[config.mk]
export PLATFORM = sky130hd
export DESIGN_NAME = bsr_shift_ctrl
export DESIGN_NICKNAME = d
export VERILOG_FILES = /design/src/rtl/bsr_shift_ctrl.sv
export SDC_FILE = /design/constraint.sdc
export NUM_CORES = 1
export LEC_CHECK = 0
export CAP_MARGIN = 10
export CORE_MARGIN = 1
export CORE_UTILIZATION = 53
export DETAILED_ROUTE_END_ITERATION = 10
export GPL_TIMING_DRIVEN = 0
export HOLD_SLACK_MARGIN = 0.02
export PLACE_DENSITY = 0.83
export SYNTH_ARGS = -nofsm -noshare
export SYNTH_HDL_FRONTEND = slang
export SYNTH_SLANG_ARGS = --single-unit
export TNS_END_PERCENT = 30
[constraint.sdc]
create_clock -name clk -period 7.4 [get_ports clk]
set_clock_uncertainty 0.15 [all_clocks]
set_input_delay 1.48 -clock clk [delete_from_list [all_inputs] [get_ports clk]]
set_output_delay 1.48 -clock clk [all_outputs]
set_load 0.02 [all_outputs]
[src/rtl/bsr_shift_ctrl.sv]
// Sequencer for a bdShiftReg bidirectional shift register: accepts a parallel word,
// shifts it in one bit per clock, then captures and returns the register contents.
module bsr_shift_ctrl #(
    parameter int MSB = 8,
    localparam int CNT_W = $clog2(MSB + 1)
) (
    input  logic             clk,
    input  logic             rst,
    input  logic             cmd_valid,
    output logic             cmd_ready,
    input  logic [MSB-1:0]   cmd_data,
    input  logic             cmd_dir,
    input  logic [CNT_W-1:0] cmd_len,
    output logic             sr_d,
    output logic             sr_en,
    output logic             sr_dir,
    input  logic [MSB-1:0]   sr_out,
    output logic             rsp_valid,
    input  logic             rsp_ready,
    output logic [MSB-1:0]   rsp_data,
    output logic             busy
);

    typedef enum logic [1:0] {
        IDLE    = 2'd0,
        SHIFT   = 2'd1,
        CAPTURE = 2'd2,
        RESP    = 2'd3
    } state_t;

    localparam logic [CNT_W-1:0] MSB_C = CNT_W'(MSB);
    localparam logic [CNT_W-1:0] ONE_C = CNT_W'(1);

    state_t           state_q, state_d;
    logic [CNT_W-1:0] cnt_q, cnt_d;
    logic [CNT_W-1:0] len_q, len_d;
    logic [MSB-1:0]   data_q, data_d;
    logic             dir_q, dir_d;
    logic             sr_d_q, sr_d_d;
    logic             sr_en_q, sr_en_d;
    logic             sr_dir_q, sr_dir_d;
    logic             rsp_valid_q, rsp_valid_d;
    logic [MSB-1:0]   rsp_data_q, rsp_data_d;
    logic [CNT_W-1:0] acc_len;

    // Out-of-range lengths (0 or wider than the register) mean a full-width shift.
    function automatic logic [CNT_W-1:0] eff_len(input logic [CNT_W-1:0] len);
        if ((len == '0) || (len > MSB_C)) begin
            return MSB_C;
        end
        return len;
    endfunction

    // dir=0 sends the top bit of the field first; dir=1 sends bit 0 first.
    function automatic logic pick_bit(input logic [MSB-1:0]   data,
                                      input logic             dir,
                                      input logic [CNT_W-1:0] len,
                                      input logic [CNT_W-1:0] idx);
        logic [CNT_W-1:0] pos;
        pos = dir ? idx : (len - ONE_C - idx);
        return data[pos];
    endfunction

    assign acc_len = eff_len(cmd_len);

    always_comb begin
        state_d     = state_q;
        cnt_d       = cnt_q;
        len_d       = len_q;
        data_d      = data_q;
        dir_d       = dir_q;
        sr_d_d      = 1'b0;
        sr_en_d     = 1'b0;
        sr_dir_d    = sr_dir_q;
        rsp_valid_d = rsp_valid_q;
        rsp_data_d  = rsp_data_q;

        case (state_q)
            IDLE: begin
                if (cmd_valid) begin
                    state_d  = SHIFT;
                    data_d   = cmd_data;
                    dir_d    = cmd_dir;
                    len_d    = acc_len;
                    cnt_d    = '0;
                    sr_en_d  = 1'b1;
                    sr_dir_d = cmd_dir;
                    sr_d_d   = pick_bit(cmd_data, cmd_dir, acc_len, '0);
                end
            end
            SHIFT: begin
                // The counter names the bit currently on sr_d; the last one ends the burst.
                if (cnt_q == (len_q - ONE_C)) begin
                    state_d = CAPTURE;
                end else begin
                    cnt_d   = cnt_q + ONE_C;
                    sr_en_d = 1'b1;
                    sr_d_d  = pick_bit(data_q, dir_q, len_q, cnt_q + ONE_C);
                end
            end
            CAPTURE: begin
                rsp_data_d  = sr_out;
                rsp_valid_d = 1'b1;
                state_d     = RESP;
            end
            RESP: begin
                if (rsp_ready) begin
                    rsp_valid_d = 1'b0;
                    state_d     = IDLE;
                end
            end
            default: begin
                state_d = IDLE;
            end
        endcase
    end

    always_ff @(posedge clk or posedge rst) begin
        if (rst) begin
            state_q     <= IDLE;
            cnt_q       <= '0;
            len_q       <= '0;
            data_q      <= '0;
            dir_q       <= 1'b0;
            sr_d_q      <= 1'b0;
            sr_en_q     <= 1'b0;
            sr_dir_q    <= 1'b0;
            rsp_valid_q <= 1'b0;
            rsp_data_q  <= '0;
        end else begin
            state_q     <= state_d;
            cnt_q       <= cnt_d;
            len_q       <= len_d;
            data_q      <= data_d;
            dir_q       <= dir_d;
            sr_d_q      <= sr_d_d;
            sr_en_q     <= sr_en_d;
            sr_dir_q    <= sr_dir_d;
            rsp_valid_q <= rsp_valid_d;
            rsp_data_q  <= rsp_data_d;
        end
    end

    assign cmd_ready = (state_q == IDLE) & ~rst;
    assign busy      = (state_q != IDLE);
    assign sr_d      = sr_d_q;
    assign sr_en     = sr_en_q;
    assign sr_dir    = sr_dir_q;
    assign rsp_valid = rsp_valid_q;
    assign rsp_data  = rsp_data_q;

endmodule
Word level (Yosys, flattened, before mapping)
Index checks and enable logic that the tools add are counted.
{"block": "totals", "out_inout_bits": 14, "inputBits": 25, "register_bits": 30, "elab_cells": 60}
{"block": "classes", "order_cmp": 3, "muxes": 24, "n_addsub": 4, "n_reduce_logical": 10, "n_eq_ne": 8, "n_bitwise": 2}
{"op": "2-to-1 mux 4 bit", "n": 6}
{"op": "< comparator 4 bit (second input constant)", "n": 2}
{"op": "2-to-1 mux 1 bit", "n": 8}
{"op": "!= test 2 bit (second input constant)", "n": 4}
{"op": "case mux 2 bit (4 select lines)", "n": 1}
{"op": "case mux 4 bit (2 select lines)", "n": 1}
{"op": "subtractor 4 x 1 -> 4 bit (second input constant)", "n": 2}
{"op": "binary-select mux 1 bit (select 3 bit)", "n": 2}
{"op": "2-to-1 mux 2 bit", "n": 3}
{"op": "case mux 1 bit (2 select lines)", "n": 3}
{"op": "AND reduction 3 bit", "n": 2}
{"op": "nonzero test 2 bit", "n": 3}
{"op": "adder 4 x 1 -> 4 bit (second input constant)", "n": 1}
{"op": "== test 2 bit (second input constant)", "n": 2}
{"op": "== test 4 bit", "n": 1}
{"op": "> comparator 4 bit (second input constant)", "n": 1}
{"op": "zero test 4 bit", "n": 1}
{"op": "AND reduction 2 bit", "n": 2}
{"op": "subtractor 4 bit", "n": 1}
{"op": "== test 2 x 1 -> 1 bit (second input constant)", "n": 1}
{"op": "zero test 2 bit", "n": 1}
{"op": "bitwise AND 1 bit", "n": 1}
{"op": "logical OR 1 bit", "n": 1}
{"op": "inverter 1 bit", "n": 1}

Longest topological paths before layout
Gate-level depths: netlist of the first run.
{"block": "logic_depth", "ltp_word": 10, "mapped_depth": 9, "mapped_depth_nobuf": 9}

Least setup slack after synthesis of the first run
No wires, ideal clock.
{"block": "synth_path", "path_kind": "input-to-output", "start": "input rst", "end": "output cmd_ready", "slack_ns": 4.010, "cell_stages": 1, "t_required_ns": 5.770, "n_path_buf": 0, "arrival_time_ns": 1.760, "cell_sequence": "nor2_1"}
{"block": "synth_via", "elab_chain_cells": 2}
{"item": "start, declared", "line_no": "8", "rtl": "input logic rst,"}
{"item": "inverter 1 bit", "line_no": "144", "rtl": "assign cmd_ready = (state_q == IDLE) & ~rst;"}
{"item": "bitwise AND 1 bit", "line_no": "144"}
{"item": "end, declared", "line_no": "10", "rtl": "output logic cmd_ready,"}
Every way passes these cells.

Worst setup path in the final report of the first run
Same ends and word-level chain as after synthesis.

==> results.yml, run 1 <==
run_status:
  outcome: "finished, final reports clean"
clocking:
  cts_max_path_buffers: 2
  cts.sinks: 30
  cts_buffers: 5
  path_clk_slew_ns: 0.09
  postCtsSetupBuffers: 0
  htreeDepth: 2
  clk_latency_ns: 0.33
  cts_tree: "built"
  cts_hold_buf: 0
  cts_root_buffer: "clkbuf_4"
  postCtsResizedCells: 0
setup_path:
  slowest_delay_ns: 0.62
  critPathCaptureType: "output pin"
  crit_fanout: 2
  critPathRequiredTime_ns: 5.77
  path_cells: "clkdlybuf4s50_1, nor2_1, clkdlybuf4s50_1"
  slowest_stage: "clkdlybuf4s50_1"
  cp-start-kind: "input port"
  worstPathArrival_ns: 2.62
  cp_common_cell: "clkdlybuf4s50_1"
  critPathKind: "in2out"
yosys:
  yosysSeqAreaShare_pct: 42.1
  syn-instance-count: 160
  syn_area_per_cell_um2: 11.1
  yosysWarnings: 0
  syn_area_um2: 1780
  yosys_register_bits: 30
  syn-num-nets: 194
  synth_cell_type_count: 36
timing:
  slew_headroom_pct: 67.7
  rsz0062_at_grt: "false"
  finalSetupViolations: 0
  setup_slack_ns: 3.15
  fmax_mhz: 235
  tightest_slew_ns: 0.484
  fin_setup_tns_ns: 0
  hold_viol: 0
  fin_crit_ns: 4.25
  slew_violations: 0
  period_share_pct: 57.5
detailed_routing:
  dr.pass1.iters: 4
  wl_per_cell_um: 14.7
  vias_per_cell: 5.44
  drc: 0
  num_vias: 1360
  wirelength_mm: 3.67
  dr.first_iter.drc_count: 73
  ant_nets: 0
power:
  p_total_mw: 1.10
  leakage_nw: 0.997
  ir_drop_mv: 0.251
  power_per_cell_area_nw_per_um2: 480
placement:
  port_buffers: 37
  gp_congestion: 0.845
  dp_slack_ns: 3.15
  dp_hpwl_mm: 2.80
floorplan:
  num_rows: 20
  start_util_pct: 57.0
  core_area_um2: 3130
  die_h_um: 60
  ioPinCount: 39
  die_area_um2: 3600
  die_w_um: 60
cells_and_area:
  layout.nets: 239
  num-fill-cells: 241
  final_common_cell: "clkdlybuf4s50_1"
  final_cell_mix: "clkdlybuf4s50_1 (37), dfrtp_1 (30), mux2_2 (23)"
  num_antenna_cells: 0
  area_growth_pct: 28.8
  drive_gt1_share_pct: 19.9
grt:
  grt_pass1_vias: 1365
  antenna_found_initial: 0
  grt_max_degree: 31
  grt_first_pass_wirelength_mm: 6.02
  track_usage_pct: 23.2
  grt_overflow: 0
run:
  drv_cap: 0
min_path:
  hold_path.class: "reg2reg"
==> logic make-up after synthesis <==
logic type	count (synthesis)	synth area share, %
buffers and inverters	18	4.28
flip-flops	30	42.1
AND/OR/NAND/NOR	37	11.1
XOR/XNOR	9	5.68
multiplexers	32	20.8
AO/OA/AOI/OAI	25	9.26
adder cells (fa/ha/maj)	9	6.74
==> path summary, 6_finish.rpt <==
kind                       slack, ns  cells after the start         to      start
setup reg to reg                4.54                      9       sr_d   len_q[0]
hold reg to reg                 0.36                      1  data_q[0]  data_q[0]
setup / recovery                3.15                      3  cmd_ready        rst
min in group asynchronous       1.33                      2      sr_en        rst
max in group asynchronous       5.31                      3  data_q[4]        rst
hold / removal                  0.36                      1  data_q[0]  data_q[0]
==> registers in the layout, indices dropped and copies added, names as in the netlist <==
name	cells
data_q	8
rsp_data	8
state_q	2
cnt_q	4
sr_en	1
sr_d	1
sr_dir	1
rsp_valid	1
len_q	4
==> cell usage after synthesis, drive strengths merged <==
library cell / count / share of area [%]
ha: 8 / 5.6
nand3b: 1 / 1.1
nand2: 10 / 2.1
mux2i: 6 / 3.4
o2111ai: 2 / 0.98
a31oi: 1 / 0.35
o41a: 1 / 0.63
clkbuf: 5 / 1.1
nor2: 8 / 1.7
nor2b: 4 / 1.4
a21o: 1 / 0.42
nand3: 4 / 1.1
dfrtp: 30 / 42
xnor2: 8 / 5.2
nand2b: 4 / 1.4
a21oi: 5 / 1.4
o21ai: 7 / 2.0
nand4: 2 / 0.70
inv: 11 / 2.3
xor2: 1 / 0.49
mux2: 25 / 16
a41oi: 1 / 0.49
nor3b: 1 / 0.42
mux4: 1 / 1.3
buf: 2 / 0.91
o21a: 1 / 0.42
a2bb2oi: 3 / 1.5
o31ai: 1 / 0.42
o22ai: 2 / 0.70
fa: 1 / 1.1
nor3: 3 / 1.1
==> power by group <==
part	leakage, nW	switching, mW	internal, mW
logic	0.600	0.327	0.365
registers	0.362	0.0598	0.247
clock network	0.0353	0.0566	0.0460
==> layout make-up <==
| cell class | instances | area (um^2) | share of cell area (%) |
|---|---|---|---|
| buffer | 7 | 35.0 | 1.53 |
| clock buffer | 7 | 55.1 | 2.40 |
| clock inverter | 1 | 5.00 | 0.218 |
| inverter | 11 | 41.3 | 1.80 |
| multi-input combinational | 112 | 956 | 41.6 |
| sequential | 30 | 751 | 32.7 |
| tap | 44 | 55.1 | 2.40 |
| timing repair buffer | 38 | 398 | 17.3 |
==> routing by layer <==
layer  vias up  wire [um]  track usage [%]
li1        654          -                -
met5         -          0                0
met3         6        114             6.49
met4         0         44             7.64
met1       676       1610             27.5
met2        24       1900             40.5
==> metrics by stage <==
step | cells | util, % | hold WS, ns | area [um^2]
after floorplan | 160 | - | 0.324 | 1780
after global placement | 241 | 70.6 | 0.337 | 2210
after detailed placement | 241 | 70.6 | 0.346 | 2210
after CTS | 249 | 72.5 | 0.368 | 2270
after global routing | 250 | 73.4 | 0.376 | 2300
final | 250 | 73.4 | 0.360 | 2300
==> worst max-delay path, delay by kind of cell <==
family	cells	cell delay [ns]
buffers and inverters	2	1.04
AND/OR/NAND/NOR	1	0.11
(Power assumes the default switching activity.)
==> run 2: changes to the inputs <==
--- a/config.mk
+++ b/config.mk
@@ -7,11 +7,11 @@
 export LEC_CHECK = 0
 export CAP_MARGIN = 10
 export CORE_MARGIN = 1
-export CORE_UTILIZATION = 53
+export CORE_UTILIZATION = 45
 export DETAILED_ROUTE_END_ITERATION = 10
 export GPL_TIMING_DRIVEN = 0
 export HOLD_SLACK_MARGIN = 0.02
-export PLACE_DENSITY = 0.83
+export PLACE_DENSITY = 0.75
 export SYNTH_ARGS = -nofsm -noshare
 export SYNTH_HDL_FRONTEND = slang
 export SYNTH_SLANG_ARGS = --single-unit
==> constraint.sdc (replaced) <==
create_clock -name clk -period 3.6 [get_ports clk]
set_clock_uncertainty 0.15 [all_clocks]
set_input_delay 0.72 -clock clk [delete_from_list [all_inputs] [get_ports clk]]
set_output_delay 0.72 -clock clk [all_outputs]
set_load 0.02 [all_outputs]
==> run 2 against run 1 <==
Global-route usage is 3.0 points lower. Clock power grew to 4.1 times the previous value. Via count is 1.1% lower. Worst hold slack worse by 0.0040 ns. Cell count is 1.6% higher. Critical path type is now reg2out. Largest cell class unchanged. Highest routed layer unchanged.
==> results.yml, run 2 (synthesized netlist as in run 1, its figures left out) <==
run_status:
  outcome: "finished, final reports clean"
power:
  combPwrFrac_pct: 57.3
  clkPwrFrac_pct: 17.3
  seqPwrFrac_pct: 25.4
  ir_drop_mv: 0.542
  swShare_pct: 37.0
  power_per_cell_area_nw_per_um2: 1040
  intPower_mw: 1.56
  switchingPower_mw: 0.915
  leakage_nw: 1.03
grt:
  track_usage_pct: 20.3
  grt_overflow: 0
  antenna_found_initial: 0
  gr-usage-met3_pct: 5.28
  grt_pass1_vias: 1347
  met2_usage_pct: 34.5
  grt_busiest_layer: "met2"
  grt_use_met1_pct: 24.0
  grt_first_pass_wirelength_mm: 6.22
  grt_max_degree: 31
setup_path:
  slowest_stage: "clkdlybuf4s50_1"
  cp-start-kind: "flip-flop"
  cp_common_cell: "inv_1"
  critPathCaptureType: "output pin"
  worstPathArrival_ns: 2.13
  crit_fanout: 9
  critPathRequiredTime_ns: 2.73
  critPathBufInv: 4
  critPathKind: "reg2out"
  path_cells: "inv_1, ha_1, clkbuf_1, inv_1, nor2_1, clkdlybuf4s50_1"
  cp_top_family: "buffers and inverters"
  slowest_delay_ns: 0.60
timing:
  fin_setup_tns_ns: 0
  period_share_pct: 83.4
  fin_crit_ns: 3.00
  slew_headroom_pct: 57.2
  slew_violations: 0
  tightest_slew_ns: 0.641
  setup_slack_ns: 0.596
  fmax_mhz: 333
  hold_viol: 0
  finalSetupViolations: 0
  rsz0062_at_grt: "false"
detailed_routing:
  wl_per_cell_um: 14.6
  ant_nets: 0
  wirelength_mm: 3.71
  drc: 0
  dr.pass1.iters: 4
  num_vias: 1345
  dr.first_iter.drc_count: 36
  vias_per_cell: 5.30
placement:
  gp_congestion: 0.834
  dp_slack_ns: 0.520
  dp_hpwl_mm: 2.84
  port_buffers: 37
floorplan:
  die_w_um: 64.9
  ioPinCount: 39
  num_rows: 22
  die_area_um2: 4220
  die_h_um: 64.9
  start_util_pct: 47.6
  core_area_um2: 3740
clocking:
  cts_root_buffer: "clkbuf_8"
  cts_buffers: 5
  clk_latency_ns: 0.29
  htreeDepth: 2
  postCtsResizedCells: 0
  postCtsSetupBuffers: 0
  path_clk_slew_ns: 0.07
  cts_max_path_buffers: 2
  cts_hold_buf: 0
  cts_tree: "built"
  cts.sinks: 30
run:
  drv_cap: 0
min_path:
  hold_path.class: "reg2reg"
cells_and_area:
  multi_input_area_um2: 956
  num-fill-cells: 303
  layout.nets: 239
  num_antenna_cells: 0
  area_growth_pct: 33.7
  final_common_cell: "clkdlybuf4s50_1"
  final_cell_mix: "clkdlybuf4s50_1 (37), dfrtp_1 (30), mux2_2 (23)"
  drive_gt1_share_pct: 20.4
  seqCellArea_um2: 751
## run 2: changes by cell type in the layout (fill, tap and decap cells not counted)
cell	previous run	this run
clkbuf_8	1	6
clkbuf_4	5	0
clkinv_2	1	0
bufinv_16	0	2
clkbuf_1	6	5
## run 2: worst paths after layout
check / cells past startpoint / end / slack (ns) / from
hold reg to reg: 1 / rsp_data[4] / 0.36 / rsp_data[4]
min in group asynchronous: 2 / state_q[1] / 0.69 / rst
setup / recovery: 6 / cmd_ready / 0.60 / state_q[0]
setup reg to reg: 8 / sr_d / 0.79 / cnt_q[0]
hold / removal: 1 / rsp_data[4] / 0.36 / rsp_data[4]
max in group asynchronous: 3 / rsp_data[7] / 2.10 / rst
## run 2: power groups by stage
stage          Clock, mW  Sequential [mW]  Combinational [mW]
6_report           0.427            0.628                1.42
5_1_grt            0.447            0.651                1.55
4_1_cts            0.436            0.628                1.41
3_5_place_dp           0            0.634                1.41
3_3_place_gp           0            0.626                1.36
2_1_floorplan          0            0.689               0.976
## run 2: layout make-up
class                           count  share of cell area (%)
Clock buffer                        6                    3.46
Sequential cell                    30                    31.5
Buffer                              7                    1.47
Clock inverter                      2                    2.52
Timing Repair Buffer               38                    16.7
Tap cell                           48                    2.52
Multi-Input combinational cell    112                    40.1
Inverter                           11                    1.73
## run 2: routing by layer
metal  vias up  share of wire, %
li1        652                 -
met1       663                42
met5         -                 0
met3         6               3.5
met2        24                53
met4         0               1.8
## run 2: per-stage QoR
step                utilization (%)  power, mW  cell area (um^2)  hold slack [ns]  std cells
floorplan                         -       1.67              1780            0.324        160
global placement               59.1       1.98              2210            0.340        245
detailed placement             59.1       2.04              2210            0.342        245
finish                         63.7       2.47              2380            0.356        254
CTS                            62.9       2.48              2360            0.358        253
global route                   63.7       2.65              2380            0.372        254
## run 2: worst register-to-register path, stage by stage, from the launching register on
cell,delay [ns]
dfrtp_1,0.44
ha_1,0.36
fa_1,0.44
nor2b_1,0.14
mux2_4,0.32
xnor2_2,0.19
mux2_2,0.36
o2111ai_1,0.18
nand3_1,0.10
